### src/rtl/queue_ctrl_2x81.sv
// Ready/valid circular-queue controller for an external 2x81 dual-port RAM (async read, sync write).
// Optional same-cycle empty-queue bypass is enabled by defining QUEUE_FLOW_EN.
module queue_ctrl_2x81 #(
   parameter int WIDTH  = 81,
   parameter int DEPTH  = 2,
   parameter int ADDR_W = $clog2(DEPTH),
   parameter int CNT_W  = $clog2(DEPTH + 1)
) (
   input  logic              clock,
   input  logic              reset,
   input  logic              io_flush,
   input  logic              io_enq_valid,
   output logic              io_enq_ready,
   input  logic [WIDTH-1:0]  io_enq_bits,
   output logic              io_deq_valid,
   input  logic              io_deq_ready,
   output logic [WIDTH-1:0]  io_deq_bits,
   output logic [CNT_W-1:0]  io_count,
   output logic [ADDR_W-1:0] ram_W0_addr,
   output logic              ram_W0_en,
   output logic [WIDTH-1:0]  ram_W0_data,
   output logic [ADDR_W-1:0] ram_R0_addr,
   output logic              ram_R0_en,
   input  logic [WIDTH-1:0]  ram_R0_data
);

   logic [ADDR_W-1:0] enq_ptr_q, enq_ptr_d;
   logic [ADDR_W-1:0] deq_ptr_q, deq_ptr_d;
   logic              maybe_full_q, maybe_full_d;
   logic [ADDR_W-1:0] ptr_diff;
   logic              ptr_match, empty, full;
   logic              flow, bypass;
   logic              enq_fire, deq_fire, do_enq, do_deq;

   assign ptr_match = (enq_ptr_q == deq_ptr_q);
   assign empty     = ptr_match & ~maybe_full_q;
   assign full      = ptr_match & maybe_full_q;

`ifdef QUEUE_FLOW_EN
   assign flow = empty & io_enq_valid & ~io_flush & ~reset;
`else
   assign flow = 1'b0;
`endif

   assign io_enq_ready = ~full & ~io_flush & ~reset;
   assign io_deq_valid = (~empty | flow) & ~reset;
   assign io_deq_bits  = flow ? io_enq_bits : ram_R0_data;

   assign enq_fire = io_enq_valid & io_enq_ready;
   assign deq_fire = io_deq_valid & io_deq_ready;
   // A bypassed item is both enqueued and dequeued at the handshake level but never touches RAM or pointers.
   assign bypass   = flow & io_deq_ready;
   assign do_enq   = enq_fire & ~bypass;
   assign do_deq   = deq_fire & ~bypass;

   assign ram_W0_addr = enq_ptr_q;
   assign ram_W0_en   = do_enq;
   assign ram_W0_data = io_enq_bits;
   assign ram_R0_addr = deq_ptr_q;
   assign ram_R0_en   = 1'b1;

   assign ptr_diff = enq_ptr_q - deq_ptr_q;
   assign io_count = full ? CNT_W'(DEPTH) : CNT_W'(ptr_diff);

   always_comb begin
      enq_ptr_d    = enq_ptr_q;
      deq_ptr_d    = deq_ptr_q;
      maybe_full_d = maybe_full_q;
      if (io_flush) begin
         enq_ptr_d    = '0;
         deq_ptr_d    = '0;
         maybe_full_d = 1'b0;
      end else begin
         if (do_enq) enq_ptr_d = enq_ptr_q + ADDR_W'(1);
         if (do_deq) deq_ptr_d = deq_ptr_q + ADDR_W'(1);
         if (do_enq != do_deq) maybe_full_d = do_enq;
      end
   end

   always_ff @(posedge clock) begin
      if (reset) begin
         enq_ptr_q    <= '0;
         deq_ptr_q    <= '0;
         maybe_full_q <= 1'b0;
      end else begin
         enq_ptr_q    <= enq_ptr_d;
         deq_ptr_q    <= deq_ptr_d;
         maybe_full_q <= maybe_full_d;
      end
   end

endmodule

### config.mk
export PLATFORM = sky130hd
export DESIGN_NAME = queue_ctrl_2x81
export DESIGN_NICKNAME = d
export VERILOG_FILES = /design/src/rtl/queue_ctrl_2x81.sv
export SDC_FILE = /design/constraint.sdc
export NUM_CORES = 1
export LEC_CHECK = 0
export CORE_AREA = 2 2 130 132
export DETAILED_ROUTE_END_ITERATION = 10
export DIE_AREA = 0 0 132 134
export GPL_TIMING_DRIVEN = 0
export SKIP_CTS_REPAIR_TIMING = 1
export SYNTH_ARGS = -nofsm -noshare
export SYNTH_HDL_FRONTEND = slang
export SYNTH_SLANG_ARGS = --single-unit
### constraint.sdc
create_clock -name clock -period 1.1 [get_ports clock]
set_input_delay 0.22 -clock clock [delete_from_list [all_inputs] [get_ports clock]]
set_output_delay 0.22 -clock clock [all_outputs]
set_load 0.005 [all_outputs]
After elaboration in Yosys (flattened, before gate mapping)

Index checks and enable logic that the tools add are counted.

Equality and inequality tests: 2
Reduce and logical (&&, ||, !) cells: 1
$add $sub $neg: 3
Bitwise logic cells: 12
Mux-type cells: 1

Operators with widths:

| kind                | number |
|---|---|
| $and 1x1->1         | 7 |
| $not 1->1           | 5 |
| $add 1x1->1 const B | 2 |
| $mux 2              | 1 |
| $reduce_or 2->1     | 1 |
| $eq 1x1->1          | 1 |
| $ne 1x1->1          | 1 |
| $sub 1x1->1         | 1 |

Output and inout port bits: 170
Register bits: 3
Logic and storage cells: 22

Depth between registers and ports, before layout

Gate-level depths: netlist of run 1.

Word-level depth: 7
Gate-level depth with buffers: 4

Worst setup path before layout of run 1

Ideal clock, no wire load.

Kind: reg-to-output
Start point: register deq_ptr_q (netlist: ram_R0_addr)
End point: output ram_W0_en
Buffers on the path: 0
Stages on the path, launching flop included: 4
Arrival time: 0.997 ns
Slack: -0.117 ns
Path through: dfxtp_1 -> xor2_1 -> nor2_2 -> nor3_1

Longest elaborated chain between the ends: 6

Ends and longest elaborated chain:

| element                  | RTL line | text |
|---|---|---|
| from (decl)              | 28       | `logic [ADDR_W-1:0] deq_ptr_q, deq_ptr_d;` |
| from (signal assigned)   | 87       | `deq_ptr_q <= deq_ptr_d;` |
| $eq 1x1->1               | 35       | `assign ptr_match = (enq_ptr_q == deq_ptr_q);` |
| $and 1x1->1              | 37       | `assign full = ptr_match & maybe_full_q;` |
| net full                 | 31       | `logic ptr_match, empty, full;` |
| $not 1->1                | 45       | `assign io_enq_ready = ~full & ~io_flush & ~reset;` |
| $and 1x1->1 (2 in a row) | 45       |  |
| $and 1x1->1              | 49       | `assign enq_fire = io_enq_valid & io_enq_ready;` |
| to (decl)                | 20       | `output logic ram_W0_en,` |

The timed path passes the listed nets, and every way through them passes these cells.

Worst setup path in the final report of run 1

Start point: register deq_ptr_q (netlist: ram_R0_addr)
End point: output io_count[1]

Longest elaborated chain between the ends: 3

Ends and longest elaborated chain:

| element     | RTL line | text |
|---|---|---|
| $eq 1x1->1  | 35       |  |
| $and 1x1->1 | 37       |  |
| net full    | 31       |  |
| $mux 2      | 63       | `assign io_count = full ? CNT_W'(DEPTH) : CNT_W'(ptr_diff);` |
| to (decl)   | 18       | `output logic [CNT_W-1:0] io_count,` |

The timed path passes the listed nets, and every way through them passes these cells.

==> impl_metrics.py, run 1 <==
metrics = {
    "cells_and_area": {
        "nets": 539,
        "fillers": 1795,
        "syn_to_final_growth_pct": 151,
        "final-instance-count-excl-fill": 591,
        "seqCellArea_um2": 67.6,
        "drive_gt1_share_pct": 49.6,
        "num_antenna_cells": 0,
        "multi_input_area_um2": 151,
    },
    "global_routing": {
        "grt_overflow": 0,
        "antenna_found_initial": 0,
        "grt_pass1_wl_um": 7890,
        "grt_usage_pct": 5.48,
        "grt_max_degree": 9,
        "grt_pass1_vias": 1569,
    },
    "pwr": {
        "switching_share_pct": 21.4,
        "vdd_ir_drop_max_mv": 0.382,
        "power.share.clock_pct": 30.7,
        "pwr-share-comb_pct": 63.1,
        "p_int_mw": 1.52,
        "p_sw_mw": 0.413,
        "powerDensity_mw_per_mm2": 541,
        "pwr-share-seq_pct": 6.2,
        "total_power_mw": 1.94,
        "p_leak_nw": 1.66,
    },
    "sta": {
        "fin_ws_ps": -366,
        "period_minus_slack_ps": 1470,
        "finalClockSkew_ps": 3.12,
        "whs_ps": 542,
        "max_freq_mhz": 682,
        "period_share_pct": 133,
        "rsz0062_at_grt": "true",
        "drv_slew": 0,
        "fin_setup_tns_ps": -1770,
        "timing.final.hold_violations": 0,
        "setup_viol": 7,
    },
    "route": {
        "detail-route-antenna-nets": 0,
        "drt_pass1_iterations": 4,
        "drt-vias-per-instance": 2.81,
        "drc_errors": 0,
        "routed_wl_um": 6000,
        "dr_total_vias": 1663,
        "wl_per_cell_um": 10.1,
        "dr.first_iter.drc_count": 8,
    },
    "logic_synthesis": {
        "ys.flop_type": "dfxtp_1",
        "synth.avg_cell_area_um2": 7.49,
        "synth_edf_count": 0,
        "yosysMostFrequentCell": "buf_4",
        "yosysTopAreaCell": "buf_4",
        "ys_async_sr_fraction_pct": 0,
        "synthTopCellsByArea": "buf_4, dfxtp_1, nor2_1",
        "ys_seq_area_share_pct": 4.22,
        "syn_nets": 357,
        "ys_seq_elements": 3,
        "synth_common_cells": "buf_4, nor2_1, dfxtp_1, inv_1",
        "netlist_area_mm2": 0.00142,
        "ys_warn_count": 0,
        "postSynthCellCount": 190,
        "synth.distinct_cells": 19,
        "synth.top_cell.area_share_pct": 87.0,
    },
    "critical_path": {
        "path_class": "reg -> out",
        "endpoint": "io_count[1]",
        "path_max_fanout": 5,
        "r2r_end": "maybe_full_q",
        "r2r_slack_ps": -20,
        "required_ps": 880,
        "rr_worst_depth": 3,
        "cp-startpoint": "ram_R0_addr",
        "critPathCaptureType": "primary output",
        "r2r_start": "ram_W0_addr",
        "worst_setup_path_start_kind": "flop",
        "arrival_ps": 1250,
    },
    "place": {
        "place_inst": 583,
        "port_buffers": 173,
        "post-place-ws_ps": -784,
        "hpwl_um": 5510,
        "gp_congestion": 0.789,
    },
    "cts": {
        "clock_path_buffers": 2,
        "cts_tree": "done",
        "clk_pin_slew_worst_paths_ps": 30,
        "clock-root-buffer": "clkbuf_16",
        "ctsHtreeMaxLevel": 1,
        "cts.sinks": 3,
        "clk_latency_ps": 230,
        "numCtsBuffers": 3,
    },
    "min_path": {
        "holdPathStages": 2,
        "min_path_type": "reg -> reg",
        "hp-start": "ram_W0_addr",
    },
    "floorplanning": {
        "ios": 337,
        "die_area_mm2": 0.0177,
        "die_h_um": 134,
        "initial_core_util_pct": 8.74,
        "die_w_um": 132,
        "rows": 47,
        "coreArea_mm2": 0.0163,
    },
    "status": {
        "outcome": "finished, violations left",
        "violations": "setup timing",
    },
    "run": {
        "cap_violations": 0,
    },
}
[logic make-up after synthesis]
group | synth area share (%)
compound gates | 2.90
simple gates | 3.52
xor+xnor | 0.615
buf+inv | 87.8
flops | 4.22
mux | 0.703
other cells | 0.263
[cells in the final DEF (no fill, tap or decap)]
cell type / Yosys / routed
and2_0: 1 / 1
dfxtp_1: 3 / 1
a211o_2: 1 / 1
nor2_1: 4 / 4
clkdlybuf4s50_1: 0 / 166
o21ai_0: 1 / 1
a31oi_1: 1 / 1
buf_2: 0 / 2
or2_4: 0 / 1
conb_1: 1 / 1
a21oi_1: 1 / 1
or3_1: 1 / 1
buf_6: 0 / 3
nor2_4: 0 / 1
clkbuf_2: 0 / 2
clkbuf_16: 0 / 3
nand3_1: 1 / 1
dfxtp_4: 0 / 2
a211oi_1: 1 / 1
xor2_4: 0 / 1
clkbuf_1: 0 / 1
mux2i_1: 1 / 1
o21bai_1: 1 / 1
buf_4: 165 / 167
inv_1: 3 / 3
dlymetal6s2s_1: 0 / 2
nor3_4: 0 / 1
[sequential cells by signal, indices dropped and copies added (netlist names)]
register,count
ram_W0_addr,1
maybe_full_q,1
ram_R0_addr,1
[final cells by class]
| class | instances | share of cell area [%] |
|---|---|---|
| Buffer | 165 | 34.6 |
| Multi-Input combinational cell | 19 | 4.23 |
| Inverter | 3 | 0.315 |
| Clock buffer | 4 | 2.20 |
| Tap cell | 220 | 7.69 |
| Sequential cell | 3 | 1.89 |
| Timing Repair Buffer | 177 | 49.1 |
[stage by stage]
| stage | cell area [um^2] | utilization, % |
|---|---|---|
| floorplan | 1430 | - |
| finish | 3580 | 22.0 |
| global route | 3580 | 22.0 |
| global placement | 3440 | 21.1 |
| CTS | 3520 | 21.6 |
| detailed placement | 3440 | 21.1 |
[worst max-delay path: stages, from the launching register on]
cell and delay, ps:
dfxtp_4 380, xor2_4 230, nor2_4 70, buf_4 130, buf_4 110, clkbuf_2 100
[power by group through the flow]
| stage | sequential, mW | clock (mW) | combinational, mW |
|---|---|---|---|
| 2_1_floorplan | 0.123 | 0 | 0.525 |
| 3_3_place_gp | 0.123 | 0 | 1.21 |
| 3_5_place_dp | 0.123 | 0 | 1.21 |
| 4_1_cts | 0.122 | 0.601 | 1.22 |
| 5_1_grt | 0.122 | 0.609 | 1.29 |
| 6_report | 0.120 | 0.594 | 1.22 |
[per-layer routing]
layer,vias up,share of wire [%],global-route usage [%]
met5,-,0,0
met4,0,0.82,1.45
met3,5,15,2.34
met2,180,54,10.9
met1,701,30,5.10
li1,777,-,-
[worst min-delay path by stage]
stage	to
floorplan	ram_R0_addr
global placement	ram_W0_addr
detailed placement	ram_W0_addr
CTS	ram_W0_addr
global route	ram_W0_addr
finish	ram_W0_addr
Power figures use the tool's default switching activity.
==> run 2: changes to the inputs <==
CORE_AREA = 2 2 129 131   (was 2 2 130 132)
DIE_AREA = 0 0 131 133   (was 0 0 132 134)
DONT_BUFFER_PORTS = 1   (was default)
==> run 2 against run 1 <==
Effect of this change: the flow still finishes with violations (setup timing); sequential power barely moved; power decreased by 33%; maximum frequency increased by 13%; die area fell by 1.5%; combinational power decreased by 52%; cell count fell by 30%; global-route usage shrank 1.5 points; sequential cell count unchanged; routed wire length is 22% lower; critical path depth shrank 2; non-clock buffer count fell by 177; core utilization fell by 11 points; critical path type unchanged; largest power group is now the clock network.
==> impl_metrics.py, run 2 (synthesis gave the netlist of run 1 again) <==
metrics = {
    "cells_and_area": {
        "final-instance-count-excl-fill": 414,
        "final_util_pct": 11.2,
        "fillers": 1831,
        "drive_gt1_share_pct": 90.7,
        "final_cell_mix": "buf_4, inv_1, nor2_1, clkbuf_16",
        "num_antenna_cells": 0,
        "layout_commonest_cell": "buf_4",
        "syn_to_final_growth_pct": 27.2,
        "nets": 362,
    },
    "sta": {
        "rsz0062_at_grt": "true",
        "whs_ps": 73.3,
        "period_minus_slack_ps": 1300,
        "timing.final.hold_violations": 0,
        "finalClockSkew_ps": 2.63,
        "max_freq_mhz": 771,
        "drv_slew": 0,
        "period_share_pct": 118,
        "fin_setup_tns_ps": -698,
        "setup_viol": 4,
        "fin_ws_ps": -196,
    },
    "route": {
        "routed_wl_um": 4690,
        "drt-vias-per-instance": 2.59,
        "dr_total_vias": 1072,
        "wl_per_cell_um": 11.3,
        "dr.first_iter.drc_count": 28,
        "detail-route-antenna-nets": 0,
        "drt_pass1_iterations": 4,
        "drc_errors": 0,
    },
    "status": {
        "violations": "setup timing",
        "outcome": "finished, violations left",
    },
    "cts": {
        "clock_path_buffers": 2,
        "numCtsBuffers": 3,
        "clk_latency_ps": 230,
        "clock-root-buffer": "clkbuf_16",
        "clk_pin_slew_worst_paths_ps": 30,
        "cts_tree": "done",
        "cts.sinks": 3,
        "ctsHtreeMaxLevel": 1,
    },
    "critical_path": {
        "arrival_ps": 1080,
        "critPathCaptureType": "primary output",
        "required_ps": 880,
        "path_class": "reg -> out",
        "r2r_slack_ps": 10,
        "worst_setup_path_start_kind": "flop",
        "path_max_fanout": 5,
    },
    "global_routing": {
        "grt_max_degree": 9,
        "grt_usage_pct": 3.98,
        "grt_pass1_vias": 851,
        "grt_overflow": 0,
        "grt_pass1_wl_um": 4900,
        "antenna_found_initial": 0,
    },
    "pwr": {
        "vdd_ir_drop_max_mv": 0.650,
        "power.share.clock_pct": 45.5,
        "pwr-share-comb_pct": 45.0,
        "powerDensity_mw_per_mm2": 715,
        "pwr-share-seq_pct": 9.4,
        "total_power_mw": 1.30,
        "p_sw_mw": 0.314,
        "p_leak_nw": 0.913,
        "p_int_mw": 0.982,
        "switching_share_pct": 24.2,
    },
    "floorplanning": {
        "die_area_mm2": 0.0174,
        "ios": 337,
        "coreArea_mm2": 0.0162,
        "initial_core_util_pct": 8.80,
        "die_w_um": 131,
        "die_h_um": 133,
        "rows": 47,
    },
    "run": {
        "cap_violations": 0,
    },
    "place": {
        "place_inst": 410,
        "port_buffers": 0,
        "gp_congestion": 0.879,
    },
    "min_path": {
        "min_path_type": "in -> reg",
    },
}
run 2: changes by cell type in the layout (fill, tap and decap cells not counted), sizes merged:
cell and delta:
clkdlybuf4s50 -166, buf -7, clkbuf -2, dlymetal6s2s -2
run 2: area by class of cell:
type	instances	area (um^2)	area share [%]
Clock buffer	4	78.8	4.35
Inverter	3	11.3	0.622
Tap cell	220	275	15.2
Buffer	165	1240	68.4
Sequential cell	3	67.6	3.73
Multi-Input combinational cell	19	140	7.73
run 2: final timing paths:
kind,cells past startpoint,from,end
max,3,ram_W0_addr,io_count[1]
min,1,io_deq_ready,ram_R0_addr
max reg2reg,3,ram_W0_addr,maybe_full_q
min reg2reg,2,ram_R0_addr,ram_R0_addr
run 2: per-layer routing:
layer  share of wire (%)  up-vias  GRT usage (%)  routed length, um
li1                    -      421              -                  -
met2                  56      180           8.18               2630
met3                  16        4          0.970                743
met4                0.87        0           1.60                 41
met5                   0        -              0                  0
met1                  27      467           3.54               1280
run 2: critical path: stages, from the launching register on:
cell and delay [ps]:
dfxtp_4 370, xor2_4 200, nor2_2 150, buf_4 130
run 2: power by group through the flow:
stage          logic [mW]  registers (mW)  clock network, mW
2_1_floorplan       0.525           0.123                  0
6_report            0.584           0.122              0.590
4_1_cts             0.587           0.123              0.601
3_5_place_dp        0.586           0.124                  0
5_1_grt             0.625           0.123              0.607
3_3_place_gp        0.587           0.124                  0
run 2: through the flow:
| stage | worst slack (ps) | cell area (um^2) |
|---|---|---|
| floorplan | 13.3 | 1430 |
| global placement | -104 | 1710 |
| detailed placement | -96.1 | 1710 |
| CTS | -338 | 1790 |
| global route | -259 | 1810 |
| finish | -196 | 1810 |
